`config.mk`:
```
export PLATFORM = sky130hd
export DESIGN_NAME = fpmul_result_collector_flat
export DESIGN_NICKNAME = d
export VERILOG_FILES = /design/src/rtl/fpmul_result_collector_if.sv /design/src/rtl/fpmul_result_collector.sv /design/src/flat_wrapper.sv
export SDC_FILE = /design/constraint.sdc
export NUM_CORES = 1
export LEC_CHECK = 0
export BUFFER_PORTS_ARGS = -buffer_cell sky130_fd_sc_hd__buf_4
export CAP_MARGIN = 20
export CORE_MARGIN = 1
export CORE_UTILIZATION = 55
export CTS_CLUSTER_DIAMETER = 40
export DETAILED_ROUTE_END_ITERATION = 16
export PLACE_DENSITY = 0.74
export SETUP_SLACK_MARGIN = 0.05
export SLEW_MARGIN = 20
export SYNTH_ARGS = -nofsm -noshare
export SYNTH_HDL_FRONTEND = slang
export SYNTH_SLANG_ARGS = --single-unit
export TNS_END_PERCENT = 20
```
`constraint.sdc`:
```
create_clock -name clk_i -period 7.3 [get_ports clk_i]
set_clock_uncertainty 0.05 [all_clocks]
set_input_delay 0.73 -clock clk_i [delete_from_list [all_inputs] [get_ports clk_i]]
set_output_delay 0.73 -clock clk_i [all_outputs]
set_load 0.01 [all_outputs]
```
`src/rtl/fpmul_result_collector_if.sv`:
```
// Handshake bundle between FPmul issue/drain logic and the result collector.
// master: producer/consumer side; slave: the collector.
interface fpmul_result_collector_if #(
    parameter int DATA_W = 32,
    parameter int DEPTH  = 8
);
    localparam int OCC_W = $clog2(DEPTH) + 1;

    logic              in_vld;
    logic              in_rdy;
    logic [DATA_W-1:0] mul_z;
    logic [DATA_W-1:0] out_data;
    logic              out_vld;
    logic              out_rdy;
    logic [OCC_W-1:0]  occ;
    logic              issue_err;
    logic [15:0]       res_cnt;

    modport master (
        output in_vld,
        output mul_z,
        output out_rdy,
        input  in_rdy,
        input  out_data,
        input  out_vld,
        input  occ,
        input  issue_err,
        input  res_cnt
    );

    modport slave (
        input  in_vld,
        input  mul_z,
        input  out_rdy,
        output in_rdy,
        output out_data,
        output out_vld,
        output occ,
        output issue_err,
        output res_cnt
    );
endinterface

```
`src/rtl/fpmul_result_collector.sv`:
```
// Collects FPmul products into a FWFT FIFO using a LAT-deep valid pipe and
// issue credits. Ports: clk_i, rst_i (sync, active-high), bus (slave modport).
module fpmul_result_collector #(
    parameter int DATA_W = 32,
    parameter int LAT    = 4,
    parameter int DEPTH  = 8
) (
    input  logic                  clk_i,
    input  logic                  rst_i,
    fpmul_result_collector_if.slave bus
);
    localparam int PTR_W = $clog2(DEPTH);
    localparam int OCC_W = PTR_W + 1;

    logic [LAT-1:0]    vp_q, vp_d;
    logic [PTR_W-1:0]  wr_q, wr_d;
    logic [PTR_W-1:0]  rd_q, rd_d;
    logic [OCC_W-1:0]  occ_q, occ_d;
    logic [OCC_W-1:0]  cred_q, cred_d;
    logic              err_q, err_d;
    logic [15:0]       cnt_q, cnt_d;
    logic [DATA_W-1:0] mem_q [DEPTH];

    logic issue;
    logic pop;
    logic push;

    assign issue = bus.in_vld & bus.in_rdy;
    assign pop   = bus.out_vld & bus.out_rdy;
    // Tail of the valid pipe lines up with the product on mul_z.
    assign push  = vp_q[LAT-1];

    generate
        if (LAT == 1) begin : g_vp1
            assign vp_d = issue;
        end else begin : g_vpn
            assign vp_d = {vp_q[LAT-2:0], issue};
        end
    endgenerate

    always_comb begin
        wr_d   = wr_q;
        rd_d   = rd_q;
        occ_d  = occ_q;
        cred_d = cred_q;
        err_d  = err_q | (bus.in_vld & ~bus.in_rdy);
        cnt_d  = cnt_q;
        if (push) begin
            wr_d = wr_q + PTR_W'(1);
        end
        if (pop) begin
            rd_d  = rd_q + PTR_W'(1);
            cnt_d = cnt_q + 16'd1;
        end
        unique case ({push, pop})
            2'b10:   occ_d = occ_q + OCC_W'(1);
            2'b01:   occ_d = occ_q - OCC_W'(1);
            default: occ_d = occ_q;
        endcase
        // Credits cover FIFO slots plus products still in flight.
        unique case ({issue, pop})
            2'b10:   cred_d = cred_q - OCC_W'(1);
            2'b01:   cred_d = cred_q + OCC_W'(1);
            default: cred_d = cred_q;
        endcase
    end

    always_ff @(posedge clk_i) begin
        if (rst_i) begin
            vp_q   <= '0;
            wr_q   <= '0;
            rd_q   <= '0;
            occ_q  <= '0;
            cred_q <= OCC_W'(DEPTH);
            err_q  <= 1'b0;
            cnt_q  <= '0;
        end else begin
            vp_q   <= vp_d;
            wr_q   <= wr_d;
            rd_q   <= rd_d;
            occ_q  <= occ_d;
            cred_q <= cred_d;
            err_q  <= err_d;
            cnt_q  <= cnt_d;
        end
    end

    // Storage needs no reset; pointers and occupancy define validity.
    always_ff @(posedge clk_i) begin
        if (!rst_i && push) begin
            mem_q[wr_q] <= bus.mul_z;
        end
    end

    assign bus.in_rdy    = (cred_q != '0);
    assign bus.out_vld   = (occ_q != '0);
    assign bus.out_data  = mem_q[rd_q];
    assign bus.occ       = occ_q;
    assign bus.issue_err = err_q;
    assign bus.res_cnt   = cnt_q;
endmodule
```
`src/flat_wrapper.sv`:
```
// flat-port wrapper written by rule: the top's interface ports become plain ports
module fpmul_result_collector_flat 
#(
    parameter int DATA_W = 32,
    parameter int LAT    = 4,
    parameter int DEPTH  = 8
)
  (clk_i, rst_i, bus_in_vld, bus_mul_z, bus_out_rdy, bus_in_rdy, bus_out_data, bus_out_vld, bus_occ, bus_issue_err, bus_res_cnt);
  fpmul_result_collector_if #(.DATA_W(DATA_W), .DEPTH(DEPTH)) bus_i ();
  input  logic clk_i;
  input  logic rst_i;
  input wire logic [$bits(bus_i.in_vld)-1:0] bus_in_vld;
  input wire logic [$bits(bus_i.mul_z)-1:0] bus_mul_z;
  input wire logic [$bits(bus_i.out_rdy)-1:0] bus_out_rdy;
  output wire logic [$bits(bus_i.in_rdy)-1:0] bus_in_rdy;
  output wire logic [$bits(bus_i.out_data)-1:0] bus_out_data;
  output wire logic [$bits(bus_i.out_vld)-1:0] bus_out_vld;
  output wire logic [$bits(bus_i.occ)-1:0] bus_occ;
  output wire logic [$bits(bus_i.issue_err)-1:0] bus_issue_err;
  output wire logic [$bits(bus_i.res_cnt)-1:0] bus_res_cnt;
  assign bus_i.in_vld = bus_in_vld;
  assign bus_i.mul_z = bus_mul_z;
  assign bus_i.out_rdy = bus_out_rdy;
  assign bus_in_rdy = bus_i.in_rdy;
  assign bus_out_data = bus_i.out_data;
  assign bus_out_vld = bus_i.out_vld;
  assign bus_occ = bus_i.occ;
  assign bus_issue_err = bus_i.issue_err;
  assign bus_res_cnt = bus_i.res_cnt;
  fpmul_result_collector #(.DATA_W(DATA_W), .LAT(LAT), .DEPTH(DEPTH)) u_core (.clk_i(clk_i), .rst_i(rst_i), .bus(bus_i));
endmodule
```
* Word level (Yosys, flattened, before mapping)
Memory sizes are Yosys's and may differ from the RTL's. A register that Yosys moved wholly into a read port is not among the register bits.
Index checks and enable logic that the tools add are counted.
** Word-level totals
- Register bits after elaboration :: 35
- Memory bits (writable) :: 256
- Input port bits :: 36
- Output and inout port bits :: 55
- Word-level logic and storage cells :: 36
- Memories :: 1
** Operators by class
- Add/subtract/negate cells :: 7
- Equal/unequal tests :: 4
- Muxes and demuxes :: 6
- Bitwise operators :: 5
- Reductions and logical operators :: 6
** Memories
- u_core.mem_q :: words 8, width 32, read ports 1, clocked after memory_dff 1, write ports 1, RTL line fpmul_result_collector.sv:22 : logic [DATA_W-1:0] mem_q [DEPTH];
** Operator list (count)
- $add A16 B1 Y16 const B :: 1
- $pmux W4 S2 :: 2
- $add A4 B1 Y4 const B :: 2
- $reduce_bool A4 Y1 :: 2
- $sub A4 B1 Y4 const B :: 2
- $add A3 B1 Y3 const B :: 2
- $mux W3 :: 2
- $eq A2 B1 Y1 const B :: 2
- $eq A2 B2 Y1 const B :: 2
- $reduce_bool A2 Y1 :: 2
- $and A1 B1 Y1 :: 3
- $mux W1 :: 2
- $logic_and A1 B1 Y1 :: 1
- $logic_not A1 Y1 :: 1
- $not A1 Y1 :: 1
- $or A1 B1 Y1 :: 1

* Longest topological paths before layout
Gate-level depths: netlist of the first run.
- Word-level depth :: 4
- Gate-level depth with buffers :: 9
- Mapped depth without buffers :: 9

* Worst setup path before layout of the first run
OpenSTA, ideal clock, no wires.
- Path type :: input-to-reg
- From :: in rst_i
- To :: mem u_core.mem_q[0][0], enable pin
- Setup time :: 501 ps
- Arrival time :: 4205 ps
- Required time :: 6749 ps
- Setup slack :: 2544 ps
- Stages on the path :: 3
- Path buffers :: 2
- Cell sequence :: clkbuf_1 clkbuf_1 nor4_1
** Between the ends
- Word-level cells in the longest chain between the ends :: 4
** RTL lines
- from (decl) :: RTL line flat_wrapper.sv:11 : input logic rst_i;
- $logic_not A1 Y1 :: RTL line fpmul_result_collector.sv:90 : if (!rst_i && push) begin
- $logic_and A1 B1 Y1 :: RTL line fpmul_result_collector.sv:90
- $mux W1 :: RTL line fpmul_result_collector.sv:90
- $mux W1 (not written as such) :: RTL line fpmul_result_collector.sv:91 : mem_q[wr_q] <= bus.mul_z;
- to (decl) :: RTL line fpmul_result_collector.sv:22
No other way between the ends.

==> results.toml, run 1 <==
[worst_setup_path]
cp_data_required_time_ns = 6.52
reg2reg_to = "u_core.bus.occ[3]"
r2r-start = "u_core.bus.occ[0]"
rrSetupSlack_ns = 4.78
end_kind = "output port"
crit_arrival_ns = 2.97
endpoint = "bus_out_data[24]"
reg2regPathDepth = 5
critPathMaxFanout = 42
path_class = "flip-flop to output port"
cp-start-kind = "flip-flop"

[placement]
port-buffer-count = 90
dpl_cell_area_mm2 = 0.01237
place.gp.congestion = 0.7395
hpwl_um = 11670

[logic_synthesis]
seq_area_frac_synth = 0.7424
synth_compound_area_frac = 0.01385
synth-seq-cells = 294
synth_top_flop_cell = "edfxtp_1"
synth_nets = 613
synth.area.top_cells = "edfxtp_1 68%, mux4_2 13%, dfxtp_1 6.7%"
yosysUniqueCellTypes = 37
syn_area_mm2 = 0.01138
synthMuxAreaShare = 0.1646
synthSimpleGateAreaFrac = 0.03958
syn_avg_cell_area_um2 = 20.07
synth_top_area_share = 0.6755
synth_xor_area_frac = 0.01231
synthAdderAreaFrac = 0.01165
async_flop_share = 0
synth_top_family_by_area = "multiplexers"
synth_cells = 567
synth_edf_count = 256
yosys_warnings = 0
yosysTopAreaCell = "edfxtp_1"

[cts]
clockBufferDepth = 3
cts.sinks = 294
cts_tree = "done"
clkSlewWorstSetupHoldPaths_ns = 0.06
ctsResizeCount = 0
cts_setup_buffers = 0
htreeDepth = 2
cts_root_buf = "clkbuf_16"
hold_buffers = 0
insertion_delay_ns = 0.49
cts_buffers = 34

[timing]
maxSlewViolCount = 0
hold_slack_ns = 0.3893
final-hold-violation-count = 0
fin_crit_ns = 3.750
relSlewSlack = 0.3363
fmax_ghz = 0.2667
tns_ns = 0
worstMarginPinSlew_ns = 0.9956
setup_viol = 0
post-route-period-util = 0.5137
grt_setup_unrepaired = "false"

[floorplanning]
die_area_mm2 = 0.02127
core.rowCount = 52
die_h_um = 145.8
design.core.area_mm2 = 0.02023
die_w_um = 145.8
initial_core_util = 0.5624
ios = 91

[finish]
fillCellCount = 1334
diodes = 0
stdcell_area_mm2 = 0.01343
area_growth_pct = 18.03
final_nets = 722
multi_input_area_mm2 = 0.002811
layout_commonest_cell = "edfxtp_1"
drive_above_1_share = 0.3696
layout_common_cells = "256 x edfxtp_1, 100 x buf_4, 64 x mux4_2"
seq_area_mm2 = 0.008454

[routing]
drc = 0
wl_per_cell_um = 21.96
wl_um = 21260
vias = 5587
first_pass_iters = 4
first_iter_violations = 295
antenna_left = 0
vias_per_cell = 5.772

[job]
maxCapViolCount = 0

[power_and_ir_drop]
p_leak_uw = 0.004407
vdd_drop_max_mv = 0.1900
p_per_area_mw_per_mm2 = 273.1
power_uw = 3669

[hold_path]
hold_path.class = "flip-flop to flip-flop"
worstHoldStart = "u_core.vp_q[0]"

[global_routing]
grtUsageMet1 = 0.2662
grt_pass1_vias = 6039
grt_use_met2 = 0.3574
grt_max_degree = 65
grt_use_total = 0.2102
busiest_layer = "met2"
grt_pass1_wl_um = 33560
gr-total-overflow = 0
use_met3 = 0.04734
antenna_found_initial = 0

[status]
outcome = "finished, final reports clean"
synth_stat cells, types with 4 or more instances:
| cell type | n |
|---|---|
| mux4_2 | 64 |
| nor2_1 | 36 |
| nand4_1 | 7 |
| o21ai_0 | 7 |
| nor2b_1 | 8 |
| ha_1 | 9 |
| nand2_1 | 10 |
| buf_6 | 6 |
| edfxtp_1 | 256 |
| buf_2 | 7 |
| mux2i_1 | 6 |
| or3_1 | 8 |
| inv_1 | 4 |
| a21oi_1 | 13 |
| clkbuf_1 | 10 |
| dfxtp_1 | 38 |
| xor2_1 | 13 |
| mux2_2 | 33 |
final cells by class:
cell class                 instances  share of cell area
inverter                           4            0.001118
clock buffer                      42             0.06791
clock inverter                    16             0.01118
tap                              270             0.02515
multi-input combinational        242              0.2093
timing repair buffer             100             0.05589
sequential                       294              0.6294
kinds of logic after synthesis:
| kind of cell | count (synthesis) |
|---|---|
| AO/OA/AOI/OAI | 26 |
| XOR/XNOR | 16 |
| adder cells (fa/ha/maj) | 10 |
| buffers and inverters | 31 |
| flip-flops | 294 |
| multiplexers | 103 |
| AND/OR/NAND/NOR | 87 |
critical path: stages, from the launching register on:
cell and delay, ns:
dfxtp_4 0.64, buf_4 0.74, mux4_2 0.59, mux2_2 0.29, buf_4 0.15
flip-flops by register name, indices dropped and copies added, names as in the netlist, named ones only:
register	cells
u_core.bus.occ	4
u_core.cred_q	4
u_core.vp_q	4
u_core.bus.issue_err	1
u_core.wr_q	3
u_core.rd_q	3
u_core.mem_q	256
u_core.bus.res_cnt	16
metal layers:
metal / up-vias / share of wire / routed length, um
li1: 2501 / - / -
met1: 2852 / 0.39 / 8319
met2: 199 / 0.52 / 11010
met3: 35 / 0.065 / 1387
met4: 0 / 0.025 / 537
met5: - / 0 / 0
how the worst min path moves through the flow:
stage	end	depth (start not counted)
2_1_floorplan	u_core.vp_q[1]	1
3_3_place_gp	u_core.vp_q[2]	1
3_5_place_dp	u_core.vp_q[3]	1
4_1_cts	u_core.mem_q[4][28]	1
5_1_grt	u_core.mem_q[5][22]	1
6_report	u_core.vp_q[1]	1
stage by stage:
stage,setup WS [ns],instances,utilization
2_1_floorplan,2.544,567,-
4_1_cts,3.454,968,0.6638
5_1_grt,3.297,968,0.6638
6_report,3.550,968,0.6638
3_3_place_gp,4.003,910,0.6113
3_5_place_dp,3.997,910,0.6113
power by group:
| part | leakage (uW) | internal (uW) | switching (uW) |
|---|---|---|---|
| clock network | 0.000519 | 964 | 625 |
| registers | 0.00261 | 1840 | 22.0 |
| logic | 0.00128 | 116 | 101 |
| total | 0.00441 | 2920 | 747 |
(Power assumes the default switching activity.)
==> inputs of run 2 (changes only) <==
--- a/config.mk
+++ b/config.mk
@@ -8,10 +8,10 @@
 export BUFFER_PORTS_ARGS = -buffer_cell sky130_fd_sc_hd__buf_4
 export CAP_MARGIN = 20
 export CORE_MARGIN = 1
-export CORE_UTILIZATION = 55
+export CORE_UTILIZATION = 54
 export CTS_CLUSTER_DIAMETER = 40
 export DETAILED_ROUTE_END_ITERATION = 16
-export PLACE_DENSITY = 0.74
+export PLACE_DENSITY = 0.76
 export SETUP_SLACK_MARGIN = 0.05
 export SLEW_MARGIN = 20
 export SYNTH_ARGS = -nofsm -noshare
==> constraint.sdc (replaced) <==
create_clock -name clk_i -period 3.3 [get_ports clk_i]
set_clock_uncertainty 0.05 [all_clocks]
set_input_delay 0.33 -clock clk_i [delete_from_list [all_inputs] [get_ports clk_i]]
set_output_delay 0.33 -clock clk_i [all_outputs]
set_load 0.01 [all_outputs]
==> run 2 against run 1 <==
Net effect:
- combinational power grew 130%
- hold slack lost 0.37 ns
- register-to-register slack lost 4.0 ns
- cell count is 2.2% higher
- flip-flop and latch count unchanged
- clock power increased by 130%
- first-iteration DRC count rose by 13%
==> results.toml, run 2 (same netlist as run 1, synthesis figures left out) <==
[cts]
cts_root_buf = "clkbuf_16"
cts_tree = "done"
cts.sinks = 294
clockBufferDepth = 3
insertion_delay_ns = 0.49
cts_setup_buffers = 0
ctsResizeCount = 0
clkSlewWorstSetupHoldPaths_ns = 0.06
htreeDepth = 2
cts_buffers = 35
hold_buffers = 11

[placement]
hpwl_um = 12520
port-buffer-count = 90
place.gp.congestion = 0.7651

[routing]
vias_per_cell = 5.793
antenna_left = 0
vias = 5729
first_pass_iters = 5
wl_per_cell_um = 22.12
drc = 0
first_iter_violations = 332
wl_um = 21880

[floorplanning]
ios = 91
die_h_um = 147.2
design.core.area_mm2 = 0.02043
die_area_mm2 = 0.02166
core.rowCount = 52
initial_core_util = 0.5570
die_w_um = 147.2

[timing]
final-hold-violation-count = 0
fmax_ghz = 0.3593
worstMarginPinSlew_ns = 0.7046
setup_viol = 0
fin_crit_ns = 2.783
grt_setup_unrepaired = "false"
maxSlewViolCount = 0
post-route-period-util = 0.8434
relSlewSlack = 0.5291
tns_ns = 0

[finish]
layout_commonest_cell = "edfxtp_1"
area_growth_pct = 20.77
fillCellCount = 1293
largest_register_ffs = 256
drive_above_1_share = 0.3741
diodes = 0
top_register = "u_core.mem_q"
final_nets = 740
layout_common_cells = "256 x edfxtp_1, 98 x buf_4, 64 x mux4_2"
final_util = 0.6727

[job]
maxCapViolCount = 0

[power_and_ir_drop]
p_leak_uw = 0.004526
p_sw_uw = 1713
clockPowerShare = 0.441
intPower_uw = 6574
pwr-share-seq = 0.497
p_comb_frac = 0.061
p_per_area_mw_per_mm2 = 603.0
vdd_drop_max_mv = 0.3104
swShare = 0.2067

[worst_setup_path]
end_kind = "output port"
cp-start-kind = "flip-flop"
cp_slowest_cell = "dfxtp_4"
crit_arrival_ns = 2.40
path_buf_inv = 2
rrSetupSlack_ns = 0.77
worstPathCellList = "buf_4 > mux4_2 > mux2_2 > buf_4"
critPathMaxFanout = 19
slowest_delay_ns = 0.59
path_class = "flip-flop to output port"
cp_data_required_time_ns = 2.92
critPathTopFamily = "multiplexers"
crit_top_cell = "buf_4"

[global_routing]
grt_pass1_vias = 6150
grt_pass1_wl_um = 34360
gr-total-overflow = 0
grt_use_total = 0.2114
antenna_found_initial = 0
grt_max_degree = 65

[status]
outcome = "finished, final reports clean"

[hold_path]
hold_path.class = "primary input to flip-flop"
-- run 2: cell count changes in the layout (fill, tap and decap cells not counted) --
cell,previous run,this run
clkinv_4,0,1
dlygate4sd3_1,0,11
clkbuf_16,35,37
inv_8,2,0
buf_12,0,8
clkinvlp_4,1,4
inv_6,3,2
clkbuf_1,6,5
clkinv_2,3,5
buf_4,100,98
-- run 2: power by group through the flow --
stage               clock, uW  sequential (uW)  combinational, uW
finish                   3660             4120                509
global route             3860             4130                556
CTS                      3720             4120                513
detailed placement          0             4200                500
global placement            0             4190                471
floorplan                   0             4180                340
-- run 2: worst paths after layout --
check	from	end	cells after the start
max	flip-flop	bus_out_data[10]	4
min	bus_mul_z[18]	u_core.mem_q[0][18]	1
max reg2reg	u_core.bus.occ[0]	u_core.bus.occ[2]	8
min reg2reg	u_core.vp_q[1]	u_core.vp_q[2]	1
-- run 2: final cells by class --
type                       count  area [um^2]  area share
clock inverter                19        160.2     0.01165
sequential                   294         8454      0.6152
multi-input combinational    242         2811      0.2046
clock buffer                  43        958.4     0.06974
inverter                       4        15.01    0.001092
timing repair buffer         117         1006     0.07320
tap                          270        337.8     0.02458
-- run 2: worst register-to-register path: stages (launching register included) --
cell and delay, ns:
dfxtp_1 0.39, o41a_4 0.61, ha_1 0.32, xor2_1 0.17, ha_1 0.20, a21oi_1 0.16
xor2_1 0.11, or3_1 0.33, a21oi_1 0.14
-- run 2: through the flow --
stage | instances | instance area, um^2 | hold slack (ns) | total power [uW] | setup slack, ns
final | 989 | 13740 | 0.01756 | 8287 | 0.5168
after global routing | 989 | 13740 | 0.003843 | 8539 | 0.3513
after global placement | 916 | 12510 | 0.3730 | 4664 | 0.9176
after detailed placement | 916 | 12510 | 0.3802 | 4699 | 0.7707
after CTS | 989 | 13740 | 0.001270 | 8356 | 0.4324
after floorplan | 567 | 11380 | 0.3638 | 4520 | -1.056
-- run 2: layer usage --
metal  wire length [um]  track usage  part of all wire
met5                  0            0                 0
met4                384      0.06495             0.018
met3               1431      0.04255             0.065
met2              11480       0.3686              0.52
met1               8577       0.2676              0.39
==> inputs of run 3 (changes only) <==
--- a/config.mk
+++ b/config.mk
@@ -5,13 +5,14 @@
 export SDC_FILE = /design/constraint.sdc
 export NUM_CORES = 1
 export LEC_CHECK = 0
+export ABC_AREA = 1
 export BUFFER_PORTS_ARGS = -buffer_cell sky130_fd_sc_hd__buf_4
 export CAP_MARGIN = 20
 export CORE_MARGIN = 1
-export CORE_UTILIZATION = 54
+export CORE_UTILIZATION = 55
 export CTS_CLUSTER_DIAMETER = 40
 export DETAILED_ROUTE_END_ITERATION = 16
-export PLACE_DENSITY = 0.76
+export PLACE_DENSITY = 0.74
 export SETUP_SLACK_MARGIN = 0.05
 export SLEW_MARGIN = 20
 export SYNTH_ARGS = -nofsm -noshare
==> constraint.sdc (replaced) <==
create_clock -name clk_i -period 2.6 [get_ports clk_i]
set_clock_uncertainty 0.05 [all_clocks]
set_input_delay 0.26 -clock clk_i [delete_from_list [all_inputs] [get_ports clk_i]]
set_output_delay 0.26 -clock clk_i [all_outputs]
set_load 0.01 [all_outputs]
==> run 3 against run 2 <==
Net effect:
- power rose by 65%
- cell count rose by 47%
- critical endpoint is now bus_out_data[3]
- largest power group unchanged
- combinational power rose to 7.1 times the previous value
==> results.toml, run 3 <==
[logic_synthesis]
yosys_warnings = 0
seq_area_frac_synth = 0.7146
yosys-top-cells-count = "256 x edfxtp_1, 212 x nor2_1, 149 x nand2_1, 130 x o21ai_0, 51 x a21oi_1"
syn_avg_cell_area_um2 = 11.68
synth.most_common_cell = "edfxtp_1"
synthAdderAreaFrac = 0.01122
yosysTopAreaCell = "edfxtp_1"
synth_nets = 1058
async_flop_share = 0
synth_xor_area_frac = 0.004445
synth_top_family_by_area = "simple AND/OR/NAND/NOR gates"
syn_area_mm2 = 0.01182
synth-seq-cells = 294
synth_cells = 1012
synthMuxAreaShare = 0
synth_top_flop_cell = "edfxtp_1"
synth_compound_area_frac = 0.09949
synth.area.top_cells = "edfxtp_1 65%, nor2_1 6.7%, dfxtp_1 6.4%"
synth_top_area_share = 0.6503
synthSimpleGateAreaFrac = 0.1285
yosysUniqueCellTypes = 30
synth_edf_count = 256

[routing]
wl_per_cell_um = 17.27
vias = 7992
wl_um = 25030
first_iter_violations = 552
vias_per_cell = 5.516
antenna_left = 0
drc = 0
first_pass_iters = 5

[placement]
port-buffer-count = 90
dpl_cell_area_mm2 = 0.01287
hpwl_um = 13880
place.gp.congestion = 0.7956
pre_cts_ws_ns = 0.4170

[timing]
final-hold-violation-count = 0
maxSlewViolCount = 0
fmax_ghz = 0.4026
worstMarginPinSlew_ns = 0.4266
hold_slack_ns = 0.05894
setup_ws_ns = 0.1161
relSlewSlack = 0.7149
fin_crit_ns = 2.484
setup_viol = 0
grt_setup_unrepaired = "true"
post-route-period-util = 0.9554
tns_ns = 0

[hold_path]
hold_path.class = "primary input to flip-flop"

[cts]
cts_root_buf = "clkbuf_16"
cts.sinks = 294
insertion_delay_ns = 0.51
cts_buffers = 34
clkSlewWorstSetupHoldPaths_ns = 0.06
htreeDepth = 2
cts_tree = "done"
clockBufferDepth = 3

[job]
maxCapViolCount = 0

[status]
outcome = "finished, final reports clean"

[finish]
drive_above_1_share = 0.1601
layout_commonest_cell = "edfxtp_1"
multi_input_area_mm2 = 0.002940
seq_area_mm2 = 0.008456
final_util = 0.6839
fillCellCount = 1442
largest_register_ffs = 256
diodes = 0
area_growth_pct = 21.61
top_register = "u_core.mem_q"
layout_common_cells = "256 x edfxtp_1, 204 x nor2_1, 149 x nand2_1"
stdcell_area_mm2 = 0.01438
final_nets = 1196

[worst_setup_path]
critPathTopFamily = "buffers and inverters"
path_class = "flip-flop to output port"
cp_data_required_time_ns = 2.29
crit_arrival_ns = 2.17
cp_slowest_cell = "dfxtp_4"
path_buf_inv = 3
worstPathCellList = "inv_2 > buf_4 > a21oi_1 > a31oi_1 > buf_4"
end_kind = "output port"
critPathMaxFanout = 28
rrSetupSlack_ns = 0.37
crit_top_cell = "buf_4"
cp-start-kind = "flip-flop"
slowest_delay_ns = 0.41

[floorplanning]
die_w_um = 148.6
die_h_um = 148.6
core.rowCount = 53
die_area_mm2 = 0.02208
design.core.area_mm2 = 0.02102
ios = 91
initial_core_util = 0.5623

[global_routing]
grt_pass1_vias = 7733
grt_max_degree = 129
antenna_found_initial = 0
gr-total-overflow = 0
grt_pass1_wl_um = 39160
grt_use_total = 0.2286

[power_and_ir_drop]
p_per_area_mw_per_mm2 = 952.3
p_leak_uw = 0.005212
vdd_drop_max_mv = 0.6388
[run 3: power by group]
part	total [uW]	leakage [uW]	internal, uW	switching, uW
logic	3610	0.00206	1430	2180
registers	5410	0.00261	5250	161
clock network	4670	0.000541	2800	1860
[run 3: worst paths after layout]
kind / from / endpoint / depth (start not counted)
setup / recovery: flip-flop / bus_out_data[3] / 5
hold reg to reg: u_core.vp_q[0] / u_core.vp_q[1] / 2
hold / removal: bus_out_rdy / u_core.bus.res_cnt[3] / 3
setup reg to reg: u_core.cred_q[0] / u_core.cred_q[3] / 11
[run 3: logic make-up (layout without fill, tap and decap cells)]
family	Yosys count	after routing
buffers and inverters	89	251
AOI/OAI and AO/OA	227	227
adders and majority gates	10	10
and+or+nand+nor	386	386
DFF	294	294
xor gates and xnor gates	6	6
[run 3: area by class of cell]
class / count / area share
Multi-Input combinational cell: 629 / 0.2045
Clock buffer: 41 / 0.06240
Timing Repair Buffer: 152 / 0.09530
Clock inverter: 19 / 0.01514
Sequential cell: 294 / 0.5882
Inverter: 39 / 0.01053
Tap cell: 275 / 0.02393
[run 3: worst min-delay path, cell delays in order]
cell and delay, ns:
buf_4 0.13, nand3_2 0.11, a21oi_1 0.07
[run 3: through the flow]
step,std cells,power [uW]
finish,1449,13690
global route,1449,14340
CTS,1448,13670
detailed placement,1353,8977
global placement,1353,8917
floorplan,1012,7823
[run 3: routing by layer]
layer  routed length, um  GRT usage
met5                   0          0
met4                 406    0.07835
met3                1625    0.04325
met2               12540     0.3888
met1               10460     0.2945
[run 3: what timing repair did]
action                     CTS  global route
hold buffers                35             0
hold endpoints to repair   263             0
gates cloned                 0             1
gates resized for setup      1             4
setup endpoints to repair    2            28
setup buffers                0             0
